==> src/rtl/clk_divider_multi_if.sv <==
// Control/status bundle for the multi-channel clock divider: per-channel
// enables and packed divide factors in, divided clocks and tick strobes out.
interface clk_divider_multi_if #(
  parameter int WIDTH    = 8,
  parameter int CHANNELS = 2
);
  logic [CHANNELS-1:0]       enable;
  logic [CHANNELS*WIDTH-1:0] N;
  logic [CHANNELS-1:0]       out;
  logic [CHANNELS-1:0]       tick;

  modport master (output enable, output N, input out, input tick);
  modport slave  (input enable, input N, output out, output tick);
endinterface

==> src/rtl/clk_divider_multi.sv <==
// Multi-channel programmable clock divider. Each channel divides clk by its
// own factor N (2..2^WIDTH-1) with 50% duty; odd factors get the extra half
// cycle of high time from a falling-edge copy of the rising-edge phase flop.
// Each channel also emits a one-cycle tick at the start of every period.
module clk_divider_multi #(
  parameter int WIDTH    = 8,
  parameter int CHANNELS = 2
) (
  input  logic               clk,
  input  logic               reset,
  clk_divider_multi_if.slave bus
);

  typedef enum logic {IDLE = 1'b0, RUN = 1'b1} state_t;

  localparam logic [WIDTH-1:0] ZERO = '0;
  localparam logic [WIDTH-1:0] ONE  = WIDTH'(1);
  localparam logic [WIDTH-1:0] TWO  = WIDTH'(2);

  logic [CHANNELS-1:0] w_out;
  logic [CHANNELS-1:0] w_tick;

  genvar c;
  generate
    for (c = 0; c < CHANNELS; c++) begin : g_ch
      state_t           r_state, w_state_nxt;
      logic [WIDTH-1:0] r_ncur, w_ncur_nxt;
      logic [WIDTH-1:0] r_cnt, w_cnt_nxt;
      logic             r_p, w_p_nxt;
      logic             r_tick, w_tick_nxt;
      logic             r_q;
      logic [WIDTH-1:0] w_n_in;
      logic [WIDTH-1:0] w_half;
      logic [WIDTH-1:0] w_cnt_inc;
      logic             w_n_ok;
      logic             w_last;

      assign w_n_in    = bus.N[c*WIDTH +: WIDTH];
      assign w_n_ok    = (w_n_in >= TWO);
      assign w_half    = r_ncur >> 1;
      assign w_cnt_inc = r_cnt + ONE;
      assign w_last    = (r_cnt == (r_ncur - ONE));

      // Next-state: start, step through the period, reload at the boundary, or stop.
      always_comb begin
        w_state_nxt = r_state;
        w_ncur_nxt  = r_ncur;
        w_cnt_nxt   = r_cnt;
        w_p_nxt     = 1'b0;
        w_tick_nxt  = 1'b0;
        if (r_state == IDLE) begin
          if (bus.enable[c] && w_n_ok) begin
            w_state_nxt = RUN;
            w_ncur_nxt  = w_n_in;
            w_cnt_nxt   = ZERO;
            w_p_nxt     = 1'b1;
            w_tick_nxt  = 1'b1;
          end
        end else begin
          if (!bus.enable[c]) begin
            // Disable abandons the current period, even on a boundary edge.
            w_state_nxt = IDLE;
            w_cnt_nxt   = ZERO;
          end else if (w_last) begin
            if (w_n_ok) begin
              // Seamless reload: the next period starts on this very edge.
              w_ncur_nxt = w_n_in;
              w_cnt_nxt  = ZERO;
              w_p_nxt    = 1'b1;
              w_tick_nxt = 1'b1;
            end else begin
              w_state_nxt = IDLE;
              w_cnt_nxt   = ZERO;
            end
          end else begin
            w_cnt_nxt = w_cnt_inc;
            w_p_nxt   = (w_cnt_inc < w_half);
          end
        end
      end

      // Rising-edge channel state register.
      always_ff @(posedge clk or posedge reset) begin
        if (reset) begin
          r_state <= IDLE;
          r_ncur  <= ZERO;
          r_cnt   <= ZERO;
          r_p     <= 1'b0;
          r_tick  <= 1'b0;
        end else begin
          r_state <= w_state_nxt;
          r_ncur  <= w_ncur_nxt;
          r_cnt   <= w_cnt_nxt;
          r_p     <= w_p_nxt;
          r_tick  <= w_tick_nxt;
        end
      end

      // Falling-edge copy of the phase flop; stretches odd-N high time by half a cycle.
      always_ff @(negedge clk or posedge reset) begin
        if (reset) begin
          r_q <= 1'b0;
        end else begin
          r_q <= r_p;
        end
      end

      // p and q never toggle on the same edge, so their OR cannot glitch.
      assign w_out[c]  = r_ncur[0] ? (r_p | r_q) : r_p;
      assign w_tick[c] = r_tick;
    end
  endgenerate

  assign bus.out  = w_out;
  assign bus.tick = w_tick;

endmodule

==> src/flat_wrapper.sv <==
// flat-port wrapper written by rule: the top's interface ports become plain ports
module clk_divider_multi_flat 
#(
  parameter int WIDTH    = 8,
  parameter int CHANNELS = 2
)
  (clk, reset, bus_enable, bus_N, bus_out, bus_tick);
  clk_divider_multi_if #(.WIDTH(WIDTH), .CHANNELS(CHANNELS)) bus_i ();
  input  logic clk;
  input  logic reset;
  input wire logic [$bits(bus_i.enable)-1:0] bus_enable;
  input wire logic [$bits(bus_i.N)-1:0] bus_N;
  output wire logic [$bits(bus_i.out)-1:0] bus_out;
  output wire logic [$bits(bus_i.tick)-1:0] bus_tick;
  assign bus_i.enable = bus_enable;
  assign bus_i.N = bus_N;
  assign bus_out = bus_i.out;
  assign bus_tick = bus_i.tick;
  clk_divider_multi #(.WIDTH(WIDTH), .CHANNELS(CHANNELS)) u_core (.clk(clk), .reset(reset), .bus(bus_i));
endmodule
==> config.mk <==
export PLATFORM = sky130hd
export DESIGN_NAME = clk_divider_multi_flat
export DESIGN_NICKNAME = d
export VERILOG_FILES = /design/src/rtl/clk_divider_multi_if.sv /design/src/rtl/clk_divider_multi.sv /design/src/flat_wrapper.sv
export SDC_FILE = /design/constraint.sdc
export NUM_CORES = 1
export LEC_CHECK = 0
export BUFFER_PORTS_ARGS = -buffer_cell sky130_fd_sc_hd__clkbuf_2
export CELL_PAD_IN_SITES_DETAIL_PLACEMENT = 0
export CELL_PAD_IN_SITES_GLOBAL_PLACEMENT = 1
export CORE_UTILIZATION = 47
export DETAILED_ROUTE_END_ITERATION = 12
export PLACE_DENSITY = 0.84
export SYNTH_ARGS = -nofsm -noshare
export SYNTH_HDL_FRONTEND = slang
export SYNTH_SLANG_ARGS = --single-unit
==> constraint.sdc <==
create_clock -name clk -period 2.7 [get_ports clk]
set_input_delay 0.405 -clock clk [delete_from_list [all_inputs] [get_ports clk]]
set_output_delay 0.405 -clock clk [all_outputs]
set_load 0.05 [all_outputs]
==> reports/summary.json, run 1 <==
{
  "status": {"value": "finished with violations"},
  "violations": {"value": "setup timing"},
  "final.setup_skew": {"value": 0.00796, "unit": "ns"},
  "yosys_most_used_dff": {"value": "dfrtp_1"},
  "busiest_layer": {"value": "met2"},
  "power_density": {"value": 661, "unit": "nW/µm²"},
  "netlist_instances": {"value": 283},
  "use_met2": {"value": 37.0, "unit": "%"},
  "grt_util_met3": {"value": 3.31, "unit": "%"},
  "synth_enable_flop_cells": {"value": 0},
  "floorplan.die_area": {"value": 6320, "unit": "µm²"},
  "finalSetupViolCount": {"value": 2},
  "clock_tree.root_cell": {"value": "clkbuf_8"},
  "routability_cong": {"value": 0.831},
  "tightest_slew": {"value": 0.377, "unit": "ns"},
  "grt_setup_unrepaired": {"value": "true"},
  "synth_nets": {"value": 319},
  "global_route_overflow": {"value": 0},
  "timing_max_transition_violations_final": {"value": 0},
  "cts.reportedPaths.clkPinSlew": {"value": 0.09, "unit": "ns"},
  "drive_above_1_share": {"value": 22.4, "unit": "%"},
  "drt_iter0_markers": {"value": 74},
  "worstSkewPairLatency": {"value": 0.29, "unit": "ns"},
  "port_buffers": {"value": 23},
  "worst-path-max-fanout": {"value": 1},
  "core_area": {"value": 5640, "unit": "µm²"},
  "avgViaCountPerCell": {"value": 5.55},
  "post_drt_wl_per_cell": {"value": 15.3, "unit": "µm"},
  "ys_warn_count": {"value": 0},
  "synth_compound_gate_area_share": {"value": 17.1, "unit": "%"},
  "layout.filler_cells": {"value": 505},
  "antenna-diode-count": {"value": 0},
  "synthArstFlopShare": {"value": 100, "unit": "%"},
  "cts_num_sinks": {"value": 40},
  "netlist_area": {"value": 2820, "unit": "µm²"},
  "io_pins": {"value": 24},
  "finalHoldViolCount": {"value": 0},
  "timing.slew.headroom": {"value": 74.7, "unit": "%"},
  "synth.ff_latch_count": {"value": 40},
  "worstSetupPathType": {"value": "reg2out"},
  "grtUsageTotal": {"value": 21.1, "unit": "%"},
  "postCtsSetupBuffers": {"value": 0},
  "ys_seq_area_share": {"value": 35.5, "unit": "%"},
  "fraction_of_synthesized_cell_area_in_xor_and_xnor_cells": {"value": 9.93, "unit": "%"},
  "rows": {"value": 27},
  "post-route-drc-count": {"value": 0},
  "die-width": {"value": 79.5, "unit": "µm"},
  "setup.worst_path.start_class": {"value": "flip-flop"},
  "cts.htree.levels": {"value": 2},
  "drv_cap": {"value": 0},
  "clock_path_buffers": {"value": 2},
  "hold_path.class": {"value": "in2async"},
  "synth_simple_gate_area_share": {"value": 16.0, "unit": "%"},
  "first_pass_grt_wire_length": {"value": 10400, "unit": "µm"},
  "hpwl": {"value": 4540, "unit": "µm"},
  "worstPathArrival": {"value": 2.33, "unit": "ns"},
  "dr_total_vias": {"value": 2131},
  "ant_nets": {"value": 0},
  "flow.area_growth_from_synthesis": {"value": 14.2, "unit": "%"},
  "cts_tree": {"value": "yes"},
  "critical_path_required": {"value": 2.30, "unit": "ns"},
  "combinational_family_with_the_most_area_after_synthesis": {"value": "compound AO/OA/AOI/OAI gates"},
  "detailedRoute.firstPassIterationCount": {"value": 4},
  "synthesis.area_per_instance": {"value": 9.97, "unit": "µm²"},
  "pin_count_of_the_biggest_net_entering_global_routing": {"value": 28},
  "synthDistinctLibCells": {"value": 54},
  "grtUsageMet1": {"value": 26.2, "unit": "%"},
  "grt_pass1_vias": {"value": 2239},
  "maximum_vdd_ir_drop": {"value": 315, "unit": "µV"},
  "power_leakage": {"value": 1.54, "unit": "nW"},
  "final_nets": {"value": 347},
  "share_of_synthesized_cell_area_in_full_adder_half_adder_and_majority_cells": {"value": 7.09, "unit": "%"},
  "endpoint_kind": {"value": "output pin"},
  "postRouteWirelength": {"value": 5870, "unit": "µm"},
  "initial_util": {"value": 50.0, "unit": "%"},
  "number_of_antenna_violations_at_the_first_check_in_global_routing": {"value": 0},
  "die_height": {"value": 79.5, "unit": "µm"},
  "tritoncts.num_buffers": {"value": 5},
  "setup_tns": {"value": -0.0591, "unit": "ns"},
  "fin_ws": {"value": -0.0387, "unit": "ns"},
  "holdWs": {"value": 0.246, "unit": "ns"},
  "yosys-mux-area-fraction": {"value": 8.51, "unit": "%"}
}
worst max-delay path: stages (launching register included):
cell,delay (ns)
dfrtn_1,0.39
a21o_1,0.14
buf_8,0.15
power by group:
part / internal [W] / switching [W] / total (W)
Clock: 0.000463 / 0.000218 / 0.000681
Combinational: 0.000328 / 0.000328 / 0.000656
Sequential: 0.000677 / 0.000116 / 0.000792
metrics by stage:
stage	util [%]	worst slack, ns	instance area (µm²)	instances	power (W)
after floorplan	-	0.119	2820	283	0.00128
after global placement	54.0	0.214	3050	376	0.00144
after detailed placement	54.0	0.200	3050	376	0.00145
after CTS	57.1	-0.0368	3220	384	0.00215
after global routing	57.2	-0.0685	3220	384	0.00227
final	57.2	-0.0387	3220	384	0.00213
what timing repair did:
item / in CTS / in global routing
pin swaps: 2 / 0
hold buffers: 0 / 0
gates resized for setup: 4 / 2
setup endpoints to repair: 2 / 2
sequential cells by signal (all words and copies together), names as in the netlist:
name                 cells
u_core.g_ch.r_cnt       16
u_core.g_ch.r_tick       2
u_core.g_ch.r_p          2
u_core.g_ch.r_q          2
u_core.g_ch.r_state      2
u_core.g_ch.r_ncur      16
cells by family after synthesis:
family / Yosys count
AOI/OAI and AO/OA: 61
xor gates and xnor gates: 32
adders and majority gates: 16
buffers and inverters: 38
DFF: 40
muxes: 16
and+or+nand+nor: 80
layer usage:
metal / vias up / share of wire, %
met5: - / 0
met4: 0 / 1.9
met3: 9 / 2.1
met2: 30 / 50
met1: 1027 / 46
li1: 1065 / -
synthesized netlist by cell type, types with 2 or more instances:
library cell | number | area [µm²]
and4_1 | 2 | 17.5
nand2_1 | 24 | 90.1
o2111ai_1 | 4 | 35.0
a21oi_1 | 5 | 25.0
a32o_1 | 8 | 80.1
nand3_1 | 6 | 30.0
mux2_4 | 16 | 240
o211ai_1 | 9 | 67.6
dfrtp_1 | 38 | 951
or2_1 | 4 | 25.0
clkbuf_1 | 7 | 26.3
nand2b_1 | 4 | 25.0
nand3b_1 | 2 | 15.0
o21ai_1 | 4 | 20.0
nand4_1 | 4 | 25.0
a211oi_1 | 2 | 15.0
or4_1 | 2 | 15.0
ha_1 | 16 | 200
dfrtn_1 | 2 | 50.1
xor2_1 | 14 | 123
a31oi_1 | 3 | 18.8
xnor2_1 | 18 | 158
buf_2 | 4 | 20.0
nor3_1 | 4 | 20.0
inv_1 | 22 | 82.6
o21bai_1 | 3 | 22.5
nor2b_1 | 3 | 18.8
nor2_1 | 10 | 37.5
and3_1 | 3 | 18.8
a21o_1 | 5 | 37.5
o21ai_0 | 5 | 25.0
o41ai_2 | 2 | 32.5
buf_4 | 3 | 22.5
and2_1 | 5 | 31.3
worst paths after layout:
kind / startpoint / to / slack (ns) / depth (start not counted)
worst min-delay path: reset / u_core.g_ch[1].r_ncur[7] / 0.25 / 3
worst max register to register: u_core.g_ch[1].r_ncur[0] / u_core.g_ch[1].r_cnt[1] / 0.30 / 8
max in group asynchronous: reset / u_core.g_ch[0].r_q / 1.26 / 2
min in group clk: bus_N[8] / u_core.g_ch[1].r_ncur[0] / 0.34 / 2
worst min register to register: u_core.g_ch[0].r_ncur[7] / u_core.g_ch[0].r_ncur[7] / 0.58 / 1
worst max-delay path: u_core.g_ch[1].r_q / bus_out[1] / -0.04 / 2
cell usage in the layout (no fill, tap or decap), types with 8 or more instances in the layout:
cell type / instances
xnor2_1: 18
xor2_1: 14
nand2_1: 24
dfrtp_1: 38
mux2_4: 16
buf_4: 13
nor2_1: 10
clkbuf_2: 21
ha_1: 16
o211ai_1: 9
inv_1: 22
a32o_1: 8
layout make-up:
type                       count  area, µm²  area share (%)
timing repair buffer          36        233            7.22
sequential                    40       1000            31.0
tap                           72       90.1            2.79
clock buffer                   5       68.8            2.13
multi-input combinational    205       1660            51.3
clock inverter                 3       90.1            2.79
inverter                      23       86.3            2.68
Power figures use the tool's default switching activity.
==> run 2, diff against run 1 <==
- BUFFER_PORTS_ARGS: -buffer_cell sky130_fd_sc_hd__clkbuf_2 -> unset
- CORE_UTILIZATION: 47 -> 50
- DONT_BUFFER_PORTS: unset -> 1
==> run 2 against run 1 <==
Non-clock buffer count down 23. Sequential cell count unchanged. Global-route usage up 0.54 points. Clock skew up 0.0068 ns. Total power down 5.5%. The flow still finishes with violations (setup timing). Clock-buffer cell count up 1. Largest cell class unchanged. Final area down 4.6%.
==> reports/summary.json, run 2 (synthesized netlist as in run 1, its figures left out) <==
{
  "tightest_slew": {"value": 0.564, "unit": "ns"},
  "grtUsageMet1": {"value": 27.5, "unit": "%"},
  "total_switching_power": {"value": 0.000659, "unit": "W"},
  "drv_cap": {"value": 0},
  "worstPathArrival": {"value": 2.32, "unit": "ns"},
  "power.share.combinational": {"value": 30.5, "unit": "%"},
  "avgViaCountPerCell": {"value": 5.67},
  "status": {"value": "finished with violations"},
  "grtUsageTotal": {"value": 21.6, "unit": "%"},
  "postRouteWirelength": {"value": 5930, "unit": "µm"},
  "initial_util": {"value": 53.6, "unit": "%"},
  "switching_share": {"value": 32.7, "unit": "%"},
  "finish.instance_area": {"value": 3080, "unit": "µm²"},
  "routability_cong": {"value": 0.828},
  "clock_tree.root_cell": {"value": "clkbuf_8"},
  "worstReg2RegStart": {"value": "u_core.g_ch[0].r_ncur[1]"},
  "drt_iter0_markers": {"value": 92},
  "final.setup_skew": {"value": 0.0147, "unit": "ns"},
  "dpl_cell_area": {"value": 2930, "unit": "µm²"},
  "core_area": {"value": 5270, "unit": "µm²"},
  "detailedRoute.firstPassIterationCount": {"value": 4},
  "timing_max_transition_violations_final": {"value": 0},
  "postCtsSetupBuffers": {"value": 0},
  "worstSetupPathType": {"value": "reg2out"},
  "die_height": {"value": 77.1, "unit": "µm"},
  "maximum_vdd_ir_drop": {"value": 335, "unit": "µV"},
  "busiest_layer": {"value": "met2"},
  "global_route_overflow": {"value": 0},
  "timing.slew.headroom": {"value": 62.4, "unit": "%"},
  "post-place-cells": {"value": 351},
  "post_drt_wl_per_cell": {"value": 16.5, "unit": "µm"},
  "cts.reportedPaths.clkPinSlew": {"value": 0.09, "unit": "ns"},
  "finalSetupViolCount": {"value": 2},
  "cp-startpoint": {"value": "u_core.g_ch[1].r_q"},
  "grt_util_met3": {"value": 4.05, "unit": "%"},
  "cts_num_sinks": {"value": 40},
  "layout_commonest_cell": {"value": "dfrtp_1"},
  "endpoint_kind": {"value": "output pin"},
  "io_pins": {"value": 24},
  "tritoncts.num_buffers": {"value": 5},
  "r2r_setup_slack": {"value": 0.26, "unit": "ns"},
  "setup.worst_path.start_class": {"value": "flip-flop"},
  "worstSkewPairLatency": {"value": 0.30, "unit": "ns"},
  "floorplan.die_area": {"value": 5950, "unit": "µm²"},
  "first_pass_grt_wire_length": {"value": 10100, "unit": "µm"},
  "number_of_antenna_violations_at_the_first_check_in_global_routing": {"value": 0},
  "footprint_of_the_multi_input_gates": {"value": 1660, "unit": "µm²"},
  "grt_pass1_vias": {"value": 2069},
  "cts_tree": {"value": "yes"},
  "port_buffers": {"value": 0},
  "most-common-layout-cells": {"value": "dfrtp_1, nand2_1, inv_1"},
  "use_met2": {"value": 37.4, "unit": "%"},
  "power_density": {"value": 654, "unit": "nW/µm²"},
  "worst_r2r_endpoint": {"value": "u_core.g_ch[0].r_ncur[7]"},
  "hpwl": {"value": 4550, "unit": "µm"},
  "power_frac_seq": {"value": 39.9, "unit": "%"},
  "flow.area_growth_from_synthesis": {"value": 8.95, "unit": "%"},
  "pin_count_of_the_biggest_net_entering_global_routing": {"value": 27},
  "pwr-share-clk": {"value": 29.5, "unit": "%"},
  "ant_nets": {"value": 0},
  "register_area": {"value": 1000, "unit": "µm²"},
  "fin_ws": {"value": -0.0219, "unit": "ns"},
  "rows": {"value": 26},
  "die-width": {"value": 77.1, "unit": "µm"},
  "dr_total_vias": {"value": 2037},
  "antenna-diode-count": {"value": 0},
  "finalHoldViolCount": {"value": 0},
  "layout.core_utilization": {"value": 58.4, "unit": "%"},
  "post-route-drc-count": {"value": 0},
  "violations": {"value": "setup timing"},
  "intPower": {"value": 0.00135, "unit": "W"},
  "worst-path-max-fanout": {"value": 1},
  "cts.htree.levels": {"value": 2},
  "holdWs": {"value": 0.0877, "unit": "ns"},
  "detailedPlace.worstSlack": {"value": 0.184, "unit": "ns"},
  "drive_above_1_share": {"value": 16.3, "unit": "%"},
  "layout.filler_cells": {"value": 482},
  "hold_path.class": {"value": "in2async"},
  "grt_setup_unrepaired": {"value": "true"},
  "critical_path_required": {"value": 2.30, "unit": "ns"},
  "clock_path_buffers": {"value": 2},
  "instances_no_fill": {"value": 359},
  "top_regs": {"value": "u_core.g_ch.r_cnt x16, u_core.g_ch.r_ncur x16"},
  "final_nets": {"value": 324},
  "rr_worst_depth": {"value": 8},
  "power_leakage": {"value": 1.43, "unit": "nW"}
}
-- run 2: cell count changes in the layout (fill, tap and decap cells not counted), moves of 2 or more --
cell,change
buf_4,-2
buf_6,+2
buf_8,-2
clkbuf_2,-21
-- run 2: power groups by stage --
stage	clock (W)	sequential, W	combinational, W
after floorplan	0	0.000770	0.000506
after global placement	0	0.000809	0.000601
after detailed placement	0	0.000813	0.000609
after CTS	0.000602	0.000802	0.000618
after global routing	0.000632	0.000813	0.000686
final	0.000594	0.000803	0.000614
-- run 2: per-stage QoR --
step / setup TNS (ns) / power (W)
after floorplan: 0 / 0.00128
after global placement: 0 / 0.00141
after detailed placement: 0 / 0.00142
after CTS: -0.0450 / 0.00202
after global routing: -0.108 / 0.00213
final: -0.0407 / 0.00201
-- run 2: timing repair --
item,in CTS,in global routing
endpoints found under the setup margin,2,3
hold buffers,0,0
cloned,0,0
pin swaps,2,0
gates resized for setup,2,1
-- run 2: how the worst max path moves through the flow --
| stage | to | cells after the start |
|---|---|---|
| 2_1_floorplan | u_core.g_ch[0].r_q | 1 |
| 3_3_place_gp | u_core.g_ch[0].r_ncur[0] | 6 |
| 3_5_place_dp | u_core.g_ch[0].r_ncur[7] | 6 |
| 4_1_cts | bus_out[1] | 2 |
| 5_1_grt | bus_out[0] | 2 |
| 6_report | bus_out[1] | 2 |
-- run 2: layer usage --
| metal | part of all wire (%) | up-vias |
|---|---|---|
| met4 | 1.0 | 0 |
| met1 | 45 | 986 |
| met3 | 2.6 | 7 |
| li1 | - | 1019 |
| met5 | 0 | - |
| met2 | 51 | 25 |
-- run 2: area by class of cell --
class,count,share of cell area (%)
Sequential cell,40,32.5
Multi-Input combinational cell,205,54.1
Tap cell,70,2.85
Inverter,23,2.81
Timing Repair Buffer,13,3.42
Clock buffer,6,2.36
Clock inverter,2,1.95
-- run 2: critical path: stages, from the launching register on --
cell     delay (ns)
dfrtn_1        0.39
a21o_1         0.12
buf_6          0.15
==> run 3, diff against run 2 <==
- BUFFER_PORTS_ARGS: unset -> -buffer_cell sky130_fd_sc_hd__clkbuf_2
- CORE_ASPECT_RATIO: unset -> 0.6
- CORE_UTILIZATION: 50 -> 47
- DONT_BUFFER_PORTS: 1 -> unset
==> run 3 against run 2 <==
The flow still finishes with violations (setup timing). Clock skew shrank 0.0056 ns. Clock power shrank 16%. Final cell count grew 10%. Setup slack lost 0.010 ns. Wire length grew 11%. Sequential cell count is the same. First-iteration DRC count grew 93%. Clock-buffer cell count is the same. Combinational power grew 13%. Core utilization shrank 1.7 points.
==> reports/summary.json, run 3 (synthesized netlist as in run 1, its figures left out) <==
{
  "finalHoldViolCount": {"value": 0},
  "initial_util": {"value": 49.7, "unit": "%"},
  "routability_cong": {"value": 0.840},
  "drive_above_1_share": {"value": 23.1, "unit": "%"},
  "report.power.total": {"value": 0.00198, "unit": "W"},
  "status": {"value": "finished with violations"},
  "grtUsageTotal": {"value": 22.7, "unit": "%"},
  "cts_num_sinks": {"value": 40},
  "power.share.combinational": {"value": 34.9, "unit": "%"},
  "worstReg2RegStart": {"value": "u_core.g_ch[1].r_ncur[0]"},
  "worst-path-max-fanout": {"value": 1},
  "cts_tree": {"value": "yes"},
  "antenna-diode-count": {"value": 0},
  "fin_ws": {"value": -0.0320, "unit": "ns"},
  "rr_worst_depth": {"value": 8},
  "global_route_overflow": {"value": 0},
  "total_switching_power": {"value": 0.000691, "unit": "W"},
  "detailedRoute.firstPassIterationCount": {"value": 4},
  "cts.reportedPaths.clkPinSlew": {"value": 0.08, "unit": "ns"},
  "pwr-share-clk": {"value": 25.1, "unit": "%"},
  "final.setup_skew": {"value": 0.00916, "unit": "ns"},
  "worstSetupPathType": {"value": "reg2out"},
  "power_frac_seq": {"value": 40.0, "unit": "%"},
  "worstPathArrival": {"value": 2.33, "unit": "ns"},
  "die_height": {"value": 62.0, "unit": "µm"},
  "finalSetupViolCount": {"value": 2},
  "drv_cap": {"value": 0},
  "post-route-drc-count": {"value": 0},
  "timing_max_transition_violations_final": {"value": 0},
  "die-width": {"value": 102, "unit": "µm"},
  "hold_path.class": {"value": "in2async"},
  "worstSkewPairLatency": {"value": 0.30, "unit": "ns"},
  "floorplan.die_area": {"value": 6330, "unit": "µm²"},
  "top_regs": {"value": "u_core.g_ch.r_cnt x16, u_core.g_ch.r_ncur x16"},
  "ant_nets": {"value": 0},
  "maximum_vdd_ir_drop": {"value": 247, "unit": "µV"},
  "violations": {"value": "setup timing"},
  "avgViaCountPerCell": {"value": 5.67},
  "switching_share": {"value": 34.9, "unit": "%"},
  "intPower": {"value": 0.00129, "unit": "W"},
  "dr_total_vias": {"value": 2247},
  "detailedPlace.worstSlack": {"value": 0.215, "unit": "ns"},
  "pin_count_of_the_biggest_net_entering_global_routing": {"value": 29},
  "timing.slew.headroom": {"value": 67.9, "unit": "%"},
  "drt_iter0_markers": {"value": 178},
  "layout.filler_cells": {"value": 504},
  "clock_tree.root_cell": {"value": "clkbuf_8"},
  "grt_pass1_vias": {"value": 2031},
  "layout_commonest_cell": {"value": "dfrtp_1"},
  "clock_path_buffers": {"value": 2},
  "hpwl": {"value": 5140, "unit": "µm"},
  "r2r_setup_slack": {"value": 0.27, "unit": "ns"},
  "worst_r2r_endpoint": {"value": "u_core.g_ch[1].r_cnt[1]"},
  "endpoint_kind": {"value": "output pin"},
  "cts.htree.levels": {"value": 2},
  "critical_path_required": {"value": 2.30, "unit": "ns"},
  "port_buffers": {"value": 23},
  "grt_setup_unrepaired": {"value": "true"},
  "post_drt_wl_per_cell": {"value": 16.6, "unit": "µm"},
  "number_of_antenna_violations_at_the_first_check_in_global_routing": {"value": 0},
  "postRouteWirelength": {"value": 6560, "unit": "µm"},
  "tritoncts.num_buffers": {"value": 5},
  "core_area": {"value": 5680, "unit": "µm²"},
  "most-common-layout-cells": {"value": "dfrtp_1, nand2_1, inv_1"},
  "rows": {"value": 21},
  "ctsHoldBuffers": {"value": 0},
  "setup.worst_path.start_class": {"value": "flip-flop"},
  "power_leakage": {"value": 1.53, "unit": "nW"},
  "final_nets": {"value": 351},
  "tightest_slew": {"value": 0.476, "unit": "ns"},
  "power_density": {"value": 616, "unit": "nW/µm²"},
  "io_pins": {"value": 24},
  "flow.area_growth_from_synthesis": {"value": 13.8, "unit": "%"},
  "first_pass_grt_wire_length": {"value": 10600, "unit": "µm"}
}
run 3: changes by cell type in the layout (fill, tap and decap cells not counted), sizes merged:
cell    before  now
buf         13   19
bufinv       2    1
clkbuf       6   27
clkinv       0    1
run 3: worst max path at each step:
stage                                   from            endpoint  slack [ns]
after CTS                 u_core.g_ch[0].r_q          bus_out[0]       -0.03
after detailed placement  u_core.g_ch[0].r_q          bus_out[0]        0.22
final                     u_core.g_ch[0].r_q          bus_out[0]       -0.03
after global routing      u_core.g_ch[0].r_q          bus_out[0]       -0.06
after floorplan                        reset  u_core.g_ch[0].r_q        0.12
after global placement    u_core.g_ch[0].r_q          bus_out[0]        0.21
run 3: metrics by stage:
step	hold WS (ns)	TNS, ns	instances	utilization, %	instance area (µm²)
after CTS	0.0790	-0.0632	396	56.6	3210
after global routing	0.0805	-0.123	396	56.6	3210
after global placement	0.386	0	388	54.4	3090
after floorplan	0.524	0	283	-	2820
after detailed placement	0.402	0	388	54.4	3090
final	0.0642	-0.0586	396	56.6	3210
run 3: cell type report:
type	count	area, µm²	area share, %
clock buffer	6	72.6	2.26
clock inverter	2	35.0	1.09
inverter	23	86.3	2.69
multi-input combinational	205	1660	51.5
sequential	40	1000	31.2
tap	80	100	3.12
timing repair buffer	40	263	8.18
run 3: power groups by stage:
stage                     Sequential, W  Clock, W  Combinational [W]
after floorplan                0.000770         0           0.000506
after global placement         0.000796         0           0.000658
after detailed placement       0.000801         0           0.000668
after CTS                      0.000789  0.000503           0.000682
after global routing           0.000805  0.000539           0.000760
final                          0.000791  0.000498           0.000691
run 3: critical path, cell delays in order (launching register included):
cell and delay (ns):
dfrtn_1 0.39, a21o_1 0.13, buf_8 0.15
run 3: routing by layer:
layer  vias to the layer above  global-route usage [%]  part of all wire [%]
met5                         -                       0                     0
li1                       1069                       -                     -
met1                      1089                    37.4                    56
met4                         0                    3.67                  0.58
met3                         5                    4.03                   6.8
met2                        84                    30.1                    36
run 3: what timing repair did:
item / in CTS / in global routing
endpoints found under the setup margin: 2 / 2
cloned: 0 / 0
setup buffers: 0 / 0
pin swaps: 2 / 0
gates resized for setup: 4 / 2
